**config.mk**
```make
export PLATFORM = sky130hd
export DESIGN_NAME = int_writeback_flat
export DESIGN_NICKNAME = d
export VERILOG_FILES = /design/src/rtl/int_writeback_if.sv /design/src/rtl/int_writeback.sv /design/src/flat_wrapper.sv
export SDC_FILE = /design/constraint.sdc
export NUM_CORES = 1
export LEC_CHECK = 0
export BUFFER_PORTS_ARGS = -buffer_cell sky130_fd_sc_hd__clkbuf_2
export CORE_UTILIZATION = 53
export DETAILED_ROUTE_END_ITERATION = 12
export PLACE_DENSITY = 0.83
export SETUP_SLACK_MARGIN = 0.1
export SYNTH_ARGS = -nofsm -noshare
export SYNTH_HDL_FRONTEND = slang
export SYNTH_SLANG_ARGS = --single-unit
```
**constraint.sdc**
```tcl
create_clock -name clk -period 7.35 [get_ports clk]
set_clock_uncertainty 0.15 [all_clocks]
set_input_delay 1.8375 -clock clk [delete_from_list [all_inputs] [get_ports clk]]
set_output_delay 1.8375 -clock clk [all_outputs]
set_load 0.01 [all_outputs]
```
**src/rtl/int_writeback_if.sv**
```systemverilog
`default_nettype none
// ============================================================================
//  Module      : int_writeback_if
//  Description : Bundle of the signals between the integer writeback block
//                and its neighbours.
//                Issue side   : issue_valid/rd/rs1/rs2/addr/is_muldiv in,
//                               issue_stall out.
//                Execute side : exec_int_output_valid, exec_int_exception,
//                               exec_int_trap_cause, exec_int_result in.
//                Trap control : flush in; trap_valid/cause/addr out.
//                Regfile      : reg_write_en/sel/data out.
//                The "slave" modport is the writeback block. The "master"
//                modport is its surroundings.
//  Revision    : 1.0 - initial release
// ============================================================================
interface int_writeback_if #(
  parameter int XLEN = 64,
  parameter int ALEN = 64
);
  // issue port
  logic            issue_valid;
  logic [4:0]      issue_rd;
  logic [4:0]      issue_rs1;
  logic [4:0]      issue_rs2;
  logic [ALEN-1:0] issue_addr;
  logic            issue_is_muldiv;
  logic            issue_stall;

  // execute result port
  logic            exec_int_output_valid;
  logic            exec_int_exception;
  logic [3:0]      exec_int_trap_cause;
  logic [XLEN-1:0] exec_int_result;

  // trap controller
  logic            flush;

  // register file write port
  logic            reg_write_en;
  logic [4:0]      reg_write_sel;
  logic [XLEN-1:0] reg_write_data;

  // trap pulse
  logic            trap_valid;
  logic [3:0]      trap_cause;
  logic [ALEN-1:0] trap_addr;

  modport slave (
    input  issue_valid, issue_rd, issue_rs1, issue_rs2, issue_addr,
           issue_is_muldiv,
    input  exec_int_output_valid, exec_int_exception, exec_int_trap_cause,
           exec_int_result,
    input  flush,
    output issue_stall,
    output reg_write_en, reg_write_sel, reg_write_data,
    output trap_valid, trap_cause, trap_addr
  );

  modport master (
    output issue_valid, issue_rd, issue_rs1, issue_rs2, issue_addr,
           issue_is_muldiv,
    output exec_int_output_valid, exec_int_exception, exec_int_trap_cause,
           exec_int_result,
    output flush,
    input  issue_stall,
    input  reg_write_en, reg_write_sel, reg_write_data,
    input  trap_valid, trap_cause, trap_addr
  );
endinterface
`default_nettype wire

```
**src/rtl/int_writeback.sv**
```systemverilog
`default_nettype none
// ============================================================================
//  Module      : int_writeback
//  Description : Integer-pipe writeback and hazard control. It tracks in-flight
//                instructions with two tag stages (T1 for every op, T2 for the
//                second cycle of a mul/div op). It matches execute results to
//                their tag and writes the register file one cycle later. It
//                keeps a pending-destination scoreboard to stall RAW/WAW
//                hazards. It converts an exception result into a one-cycle
//                trap pulse and then squashes until the trap controller
//                flushes.
//  Ports       : clk, rst  - clock, synchronous active-high reset
//                wb        - int_writeback_if.slave (issue, execute result,
//                            flush, regfile write and trap pulse signals)
//  Revision    : 1.0 - initial release
// ============================================================================
module int_writeback #(
  parameter int XLEN = 64,
  parameter int ALEN = 64
) (
  input  wire logic         clk,
  input  wire logic         rst,
  int_writeback_if.slave    wb
);

  // --------------------------------------------------------------------------
  // Control state: RUN accepts results; SQUASH discards everything until flush.
  // --------------------------------------------------------------------------
  localparam logic [0:0] c_st_run    = 1'b0;
  localparam logic [0:0] c_st_squash = 1'b1;

  logic [0:0]      r_state;
  logic [0:0]      w_state_next;
  logic            w_squash;

  // tag stages
  logic            r_t1_valid;
  logic [4:0]      r_t1_rd;
  logic [ALEN-1:0] r_t1_addr;
  logic            r_t1_muldiv;
  logic            r_t2_valid;
  logic [4:0]      r_t2_rd;
  logic [ALEN-1:0] r_t2_addr;

  // scoreboard
  logic [31:0]     r_pending;
  logic [31:0]     w_pending_next;

  // result ownership and decisions
  logic            w_own_valid;
  logic [4:0]      w_own_rd;
  logic [ALEN-1:0] w_own_addr;
  logic            w_result_owned;
  logic            w_result_live;
  logic            w_exc_take;
  logic            w_write_take;
  logic            w_result_drop;

  // issue control
  logic            w_stall;
  logic            w_issue_accept;

  // registered outputs
  logic            r_reg_write_en;
  logic [4:0]      r_reg_write_sel;
  logic [XLEN-1:0] r_reg_write_data;
  logic            r_trap_valid;
  logic [3:0]      r_trap_cause;
  logic [ALEN-1:0] r_trap_addr;

  // --------------------------------------------------------------------------
  // Issue stall. The execute unit holds one mul/div at a time, so the cycle
  // right after a mul/div is accepted (T1 holds it) is blocked. Bit 0 of the
  // scoreboard is never set, so x0 sources never stall.
  // --------------------------------------------------------------------------
  assign w_stall = wb.flush
                 | w_squash
                 | (r_t1_valid & r_t1_muldiv)
                 | r_pending[wb.issue_rs1]
                 | r_pending[wb.issue_rs2]
                 | r_pending[wb.issue_rd];

  assign w_issue_accept = wb.issue_valid & ~w_stall;

  // --------------------------------------------------------------------------
  // Result ownership. T2 (the mul/div in its second cycle) has priority. A
  // mul/div sitting in T1 is not yet due, so it cannot own a result.
  // --------------------------------------------------------------------------
  always_comb begin
    w_own_valid = 1'b0;
    w_own_rd    = r_t1_rd;
    w_own_addr  = r_t1_addr;
    if (r_t2_valid) begin
      w_own_valid = 1'b1;
      w_own_rd    = r_t2_rd;
      w_own_addr  = r_t2_addr;
    end else if (r_t1_valid && !r_t1_muldiv) begin
      w_own_valid = 1'b1;
    end
  end

  assign w_result_owned = wb.exec_int_output_valid & w_own_valid;
  // A result is acted on only outside SQUASH and outside a flush cycle.
  assign w_result_live  = w_result_owned & ~w_squash & ~wb.flush;
  assign w_exc_take     = w_result_live & wb.exec_int_exception;
  assign w_write_take   = w_result_live & ~wb.exec_int_exception
                        & (w_own_rd != 5'd0);
  // Owned results that never reach the regfile still release their
  // destination. Otherwise the scoreboard entry would stick until a flush.
  assign w_result_drop  = w_result_owned & (w_squash | wb.exec_int_exception);

  // --------------------------------------------------------------------------
  // Scoreboard next state. A destination is released on the edge that ends
  // the reg_write_en cycle. Consumers see the value through the regfile
  // afterwards, so no bypass is needed. A new issue to the same register
  // takes priority over the release.
  // --------------------------------------------------------------------------
  always_comb begin
    w_pending_next = r_pending;
    if (r_reg_write_en) begin
      w_pending_next[r_reg_write_sel] = 1'b0;
    end
    if (w_result_drop) begin
      w_pending_next[w_own_rd] = 1'b0;
    end
    if (w_issue_accept && (wb.issue_rd != 5'd0)) begin
      w_pending_next[wb.issue_rd] = 1'b1;
    end
    w_pending_next[0] = 1'b0;
  end

  // --------------------------------------------------------------------------
  // FSM: state register
  // --------------------------------------------------------------------------
  always_ff @(posedge clk) begin
    if (rst) begin
      r_state <= c_st_run;
    end else begin
      r_state <= w_state_next;
    end
  end

  // FSM: next state. A flush always returns to RUN. This also covers a flush
  // that arrives in the same cycle as an exception.
  always_comb begin
    w_state_next = r_state;
    case (r_state)
      c_st_run: begin
        if (w_exc_take) begin
          w_state_next = c_st_squash;
        end
      end
      c_st_squash: begin
        w_state_next = c_st_squash;
      end
      default: begin
        w_state_next = c_st_run;
      end
    endcase
    if (wb.flush) begin
      w_state_next = c_st_run;
    end
  end

  // FSM: outputs
  always_comb begin
    w_squash = 1'b0;
    if (r_state == c_st_squash) begin
      w_squash = 1'b1;
    end
  end

  // --------------------------------------------------------------------------
  // Control registers: valids, strobes and the scoreboard
  // --------------------------------------------------------------------------
  always_ff @(posedge clk) begin
    if (rst) begin
      r_t1_valid     <= 1'b0;
      r_t2_valid     <= 1'b0;
      r_pending      <= 32'd0;
      r_reg_write_en <= 1'b0;
      r_trap_valid   <= 1'b0;
    end else begin
      // w_issue_accept is already low during a flush, so T1 clears then.
      r_t1_valid     <= w_issue_accept;
      r_t2_valid     <= r_t1_valid & r_t1_muldiv & ~wb.flush;
      r_pending      <= wb.flush ? 32'd0 : w_pending_next;
      r_reg_write_en <= w_write_take;
      r_trap_valid   <= w_exc_take;
    end
  end

  // --------------------------------------------------------------------------
  // Payload registers. These are qualified by the valids and strobes above,
  // so they load every cycle without a reset.
  // --------------------------------------------------------------------------
  always_ff @(posedge clk) begin
    r_t1_rd          <= wb.issue_rd;
    r_t1_addr        <= wb.issue_addr;
    r_t1_muldiv      <= wb.issue_is_muldiv;
    r_t2_rd          <= r_t1_rd;
    r_t2_addr        <= r_t1_addr;
    r_reg_write_sel  <= w_own_rd;
    r_reg_write_data <= wb.exec_int_result;
    r_trap_cause     <= wb.exec_int_trap_cause;
    r_trap_addr      <= w_own_addr;
  end

  // --------------------------------------------------------------------------
  // Output drive
  // --------------------------------------------------------------------------
  assign wb.issue_stall    = w_stall;
  assign wb.reg_write_en   = r_reg_write_en;
  assign wb.reg_write_sel  = r_reg_write_sel;
  assign wb.reg_write_data = r_reg_write_data;
  assign wb.trap_valid     = r_trap_valid;
  assign wb.trap_cause     = r_trap_cause;
  assign wb.trap_addr      = r_trap_addr;

endmodule
`default_nettype wire

```
**src/flat_wrapper.sv**
```systemverilog
// flat-port wrapper written by rule: the top's interface ports become plain ports
module int_writeback_flat 
#(
  parameter int XLEN = 64,
  parameter int ALEN = 64
)
  (clk, rst, wb_issue_valid, wb_issue_rd, wb_issue_rs1, wb_issue_rs2, wb_issue_addr, wb_issue_is_muldiv, wb_exec_int_output_valid, wb_exec_int_exception, wb_exec_int_trap_cause, wb_exec_int_result, wb_flush, wb_issue_stall, wb_reg_write_en, wb_reg_write_sel, wb_reg_write_data, wb_trap_valid, wb_trap_cause, wb_trap_addr);
  int_writeback_if #(.XLEN(XLEN), .ALEN(ALEN)) wb_i ();
  input  wire logic clk;
  input  wire logic rst;
  input wire logic [$bits(wb_i.issue_valid)-1:0] wb_issue_valid;
  input wire logic [$bits(wb_i.issue_rd)-1:0] wb_issue_rd;
  input wire logic [$bits(wb_i.issue_rs1)-1:0] wb_issue_rs1;
  input wire logic [$bits(wb_i.issue_rs2)-1:0] wb_issue_rs2;
  input wire logic [$bits(wb_i.issue_addr)-1:0] wb_issue_addr;
  input wire logic [$bits(wb_i.issue_is_muldiv)-1:0] wb_issue_is_muldiv;
  input wire logic [$bits(wb_i.exec_int_output_valid)-1:0] wb_exec_int_output_valid;
  input wire logic [$bits(wb_i.exec_int_exception)-1:0] wb_exec_int_exception;
  input wire logic [$bits(wb_i.exec_int_trap_cause)-1:0] wb_exec_int_trap_cause;
  input wire logic [$bits(wb_i.exec_int_result)-1:0] wb_exec_int_result;
  input wire logic [$bits(wb_i.flush)-1:0] wb_flush;
  output wire logic [$bits(wb_i.issue_stall)-1:0] wb_issue_stall;
  output wire logic [$bits(wb_i.reg_write_en)-1:0] wb_reg_write_en;
  output wire logic [$bits(wb_i.reg_write_sel)-1:0] wb_reg_write_sel;
  output wire logic [$bits(wb_i.reg_write_data)-1:0] wb_reg_write_data;
  output wire logic [$bits(wb_i.trap_valid)-1:0] wb_trap_valid;
  output wire logic [$bits(wb_i.trap_cause)-1:0] wb_trap_cause;
  output wire logic [$bits(wb_i.trap_addr)-1:0] wb_trap_addr;
  assign wb_i.issue_valid = wb_issue_valid;
  assign wb_i.issue_rd = wb_issue_rd;
  assign wb_i.issue_rs1 = wb_issue_rs1;
  assign wb_i.issue_rs2 = wb_issue_rs2;
  assign wb_i.issue_addr = wb_issue_addr;
  assign wb_i.issue_is_muldiv = wb_issue_is_muldiv;
  assign wb_i.exec_int_output_valid = wb_exec_int_output_valid;
  assign wb_i.exec_int_exception = wb_exec_int_exception;
  assign wb_i.exec_int_trap_cause = wb_exec_int_trap_cause;
  assign wb_i.exec_int_result = wb_exec_int_result;
  assign wb_i.flush = wb_flush;
  assign wb_issue_stall = wb_i.issue_stall;
  assign wb_reg_write_en = wb_i.reg_write_en;
  assign wb_reg_write_sel = wb_i.reg_write_sel;
  assign wb_reg_write_data = wb_i.reg_write_data;
  assign wb_trap_valid = wb_i.trap_valid;
  assign wb_trap_cause = wb_i.trap_cause;
  assign wb_trap_addr = wb_i.trap_addr;
  int_writeback #(.XLEN(XLEN), .ALEN(ALEN)) u_core (.clk(clk), .rst(rst), .wb(wb_i));
endmodule
```
# Word level (Yosys, flattened, before mapping)
# Cells that the tools add are included.
# word_totals
wordCells	81
output_inout_bits	140
inputBits	154
ff_bits	313
# classes
reduce_logical	9
muxes	22
n_lt_le_gt_ge	8
bitwise	26
# op_table
op	count
$mux W32	3
$and A32 B32 Y32	2
$mux W64	1
$not A32 Y32	2
$or A32 B32 Y32	1
$lt A5 B6 Y1 const B	5
$bmux W1 S5	3
$demux W1 S5	3
$ge A5 B1 Y1 const B	3
$and A1 B1 Y1	10
$mux W1	10
$reduce_bool A5 Y1	2
$or A1 B1 Y1	6
$logic_and A1 B1 Y1	5
$mux W5	1
$not A1 Y1	5
$pmux W1 S2	1
$reduce_or A2 Y1	1
$logic_not A1 Y1	1

# Depth between registers and ports, before layout
# depth
depth_word	11
ltp_mapped	8
ltp_nobuf	6

# Worst setup path before layout
# No wires, ideal clock.
# synth_path
kind	input -> output
from	input wb_issue_rd[1]
to	output wb_issue_stall
path_slack_ps	1919
stages	8
arrival_time_ps	3444
t_required_ps	5362
path_buffers	2
path_cell_list	clkbuf_1 buf_2 mux2_1 nand3_1 a32oi_1 nor3_2 and2_1 nand2_1
# synth_via
elab_chain_cells	3
# synth_lines
item	line_no	text
start, declared	flat_wrapper.sv:12	input wire logic [$bits(wb_i.issue_rd)-1:0] wb_issue_rd;
$bmux W1 S5	int_writeback.sv:81	| r_pending[wb.issue_rd];
$mux W1 (implied by the code)	int_writeback.sv:81	
$or A1 B1 Y1	int_writeback.sv:81	
end, declared	flat_wrapper.sv:22	output wire logic [$bits(wb_i.issue_stall)-1:0] wb_issue_stall;
# No other way between the ends. The select of a mux whose other input is x is not followed.

# Final worst setup path
# layout_path
from	input wb_issue_rs2[0]
to	output wb_issue_stall
# layout_via
elab_chain_cells	4
# layout_lines
item	line_no	text
start, declared	flat_wrapper.sv:14	input wire logic [$bits(wb_i.issue_rs2)-1:0] wb_issue_rs2;
$bmux W1 S5	int_writeback.sv:80	| r_pending[wb.issue_rs2]
$mux W1 (implied by the code)	int_writeback.sv:80	
$or A1 B1 Y1	int_writeback.sv:80	
$or A1 B1 Y1	int_writeback.sv:81	
# No other way between the ends. The select of a mux whose other input is x is not followed.

==> impl_metrics.toml <==
[status]
status = "completed"

[clocking]
clockBufferDepth = 3
cts_sinks = 312
cts_setup_buffers = 0
ctsResizeCount = 0
insertion_delay_ps = 540
clk_pin_slew_ps = 60
postCtsHoldBufs = 0
cts.htree.levels = 1
cts_root_buf = "clkbuf_16"
cts_buffers = 29
cts_tree = "built"

[power_and_ir_drop]
internal-power_w = 0.00266
sw_frac_of_total = 0.216
power.leakage_nw = 5.02
power_frac_comb = 0.051
ir_drop_v = 0.000224
pwr-share-seq = 0.533
power_switching_w = 0.000731
clkPwrFrac = 0.416
report.power.total_w = 0.00339
powerDensity_nw_per_um2 = 295

[placement]
place_hpwl_mm = 15.3
portBuffers = 293
placed_area_sq_um = 10600
place_congestion = 0.951

[sta]
max-slew-margin-rel = 0.333
rsz0062_at_grt = "false"
setup_viol = 0
fin_crit_ps = 5700
timing.final.crit_share = 0.775
slew_viol_final = 0
max_freq_mhz = 175
hold_viol = 0
tns_ps = 0
tightest_slew_ps = 998

[synth]
ys.flop_type = "dfxtp_1"
ys_async_sr_fraction = 0
synthDistinctLibCells = 46
synthesis.area_sq_um = 8920
ys_seq_elements = 312
yosysWarnings = 0
syn_area_per_cell_sq_um = 13.8
synth_edf_count = 0
syn_nets = 801
yosysSeqAreaShare = 0.700
syn_inst = 647

[finish]
final_nets = 1100
final-seq-area_sq_um = 6250
design_area_sq_um = 11500
multi_input_area_sq_um = 2540
drive_above_1_share = 0.453
num_antenna_cells = 0
fin_util = 0.694
syn_to_final_growth_pct = 28.7
final_common_cell = "dfxtp_1"
nFillCells = 1099
mostFrequentLayoutCells = "dfxtp_1, clkbuf_2, mux2_2"

[worst_setup_path]
cp-end-kind = "primary output"
startpoint_type = "input pin"
path_common_cell = "clkbuf_2"
path_delay_family = "multiplexers"
critical_path_buf_inv_count = 2
rrSetupSlack_ps = 4840
r2r-end = "u_core.r_pending[27]$_SDFF_PP0_"
crit_slowest_cell = "mux4_2"
worstSetupPathType = "input pin to primary output"
timing.rr.start = "u_core.r_pending[18]$_SDFF_PP0_"
crit_required_ps = 5360
r2r_cells = 6
cpPeakStageDelay_ps = 540
cp_max_fo = 9
cp.arrival_ps = 3710
path_cells = "clkbuf_2 -> mux4_2 -> nand3_1 -> nand4_1 -> a211oi_2 -> and2_1 -> nand2_1 -> clkbuf_2"

[worst_hold_path]
whs_path_depth = 0
holdCritPathClass = "flip-flop to flip-flop"
hold_end = "u_core.r_t2_addr[33]$_DFF_P_"
min-delay-start = "u_core.r_t1_addr[33]$_DFF_P_"

[route]
wl_per_cell_um = 18.7
vias = 6252
drc = 0
vias_per_cell = 5.26
finalWirelength_mm = 22.2
drt_iter0_markers = 428
firstDrtPassIters = 5
final_antenna_net_count = 0

[floorplanning]
start_util = 0.540
rows = 47
pin_count = 294
core_sq_um = 16500
die_h_um = 132
dieWidth_um = 132
dieArea_sq_um = 17300

[grt]
grt_overflow = 0
grt_first_pass_wirelength_mm = 34.4
grt_max_degree = 65
grt_usage = 0.251
antenna_found_initial = 0
grt_pass1_vias = 6353

[run]
cap_violations = 0
## worst max-delay path by stage
stage | slack [ps] | depth (start not counted) | start | end
final | 1650 | 8 | wb_issue_rs2[0] | wb_issue_stall
after CTS | 1650 | 8 | wb_issue_rs2[0] | wb_issue_stall
after floorplan | 1920 | 8 | wb_issue_rd[1] | wb_issue_stall
after global placement | 1650 | 8 | wb_issue_rs1[0] | wb_issue_stall
after global routing | 1540 | 8 | wb_issue_rs2[0] | wb_issue_stall
after detailed placement | 1660 | 8 | wb_issue_rs2[0] | wb_issue_stall
## cells by family after synthesis
kind of cell           share of synthesized area
AO/OA/AOI/OAI                             0.0626
buffers and inverters                     0.0149
flip-flops                                 0.700
multiplexers                               0.145
AND/OR/NAND/NOR                           0.0772
## area by class of cell
type                            instances  share of cell area
Clock buffer                           42              0.0701
Inverter                                5             0.00164
Timing Repair Buffer                  295               0.129
Clock inverter                         12             0.00927
Multi-Input combinational cell        303               0.221
Tap cell                              220              0.0240
Sequential cell                       312               0.544
## cell usage after synthesis, drive strengths merged, types with 2 or more instances
master     n  area, sq um
a2111oi    2         17.5
and2       2         12.5
and3       5         31.3
and3b      3         26.3
buf       11         53.8
clkbuf    16         60.1
dfxtp    312         6250
inv        5         18.8
mux2      71          800
mux2i     11          110
mux4      17          383
nand2     54          203
nand3      7         35.0
nand3b     2         15.0
nand4      8         75.1
nand4b     2         17.5
nor2      11         41.3
nor2b     10         62.6
nor3       6         35.0
nor3b      7         52.6
nor4       2         27.5
o2111ai   31          272
o21ai     33          165
o32a       2         20.0
or3b       3         26.3
## metal layers
metal | part of all wire | global-route usage
met5 | 0 | 0
met4 | 0.031 | 0.0911
met3 | 0.087 | 0.0633
met2 | 0.50 | 0.437
met1 | 0.38 | 0.301
## state kept, by name (all words and copies together) (netlist names)
name,cells
u_core.r_t2_rd,5
u_core.r_t1_muldiv,1
u_core.r_state,1
u_core.r_t2_addr,64
u_core.r_t1_valid,1
u_core.wb.reg_write_data,64
u_core.wb.reg_write_en,1
u_core.r_t2_valid,1
u_core.r_t1_addr,64
u_core.wb.trap_cause,4
u_core.wb.trap_valid,1
u_core.r_pending,31
u_core.wb.reg_write_sel,5
u_core.r_t1_rd,5
u_core.wb.trap_addr,64
## through the flow
step                hold slack, ps  setup slack, ps  std cells
floorplan                      177             1920        647
global placement               180             1650       1135
detailed placement             184             1660       1135
CTS                            193             1650       1189
global route                   200             1540       1189
finish                         191             1650       1189
## power by group through the flow
stage	clock, W	sequential, W	combinational [W]
5_1_grt	0.00151	0.00181	0.000185
4_1_cts	0.00144	0.00181	0.000173
6_report	0.00141	0.00181	0.000173
3_3_place_gp	0	0.00183	0.000166
3_5_place_dp	0	0.00184	0.000170
2_1_floorplan	0	0.00185	0.0000539
Note: power is estimated with default switching activity, not from simulation.
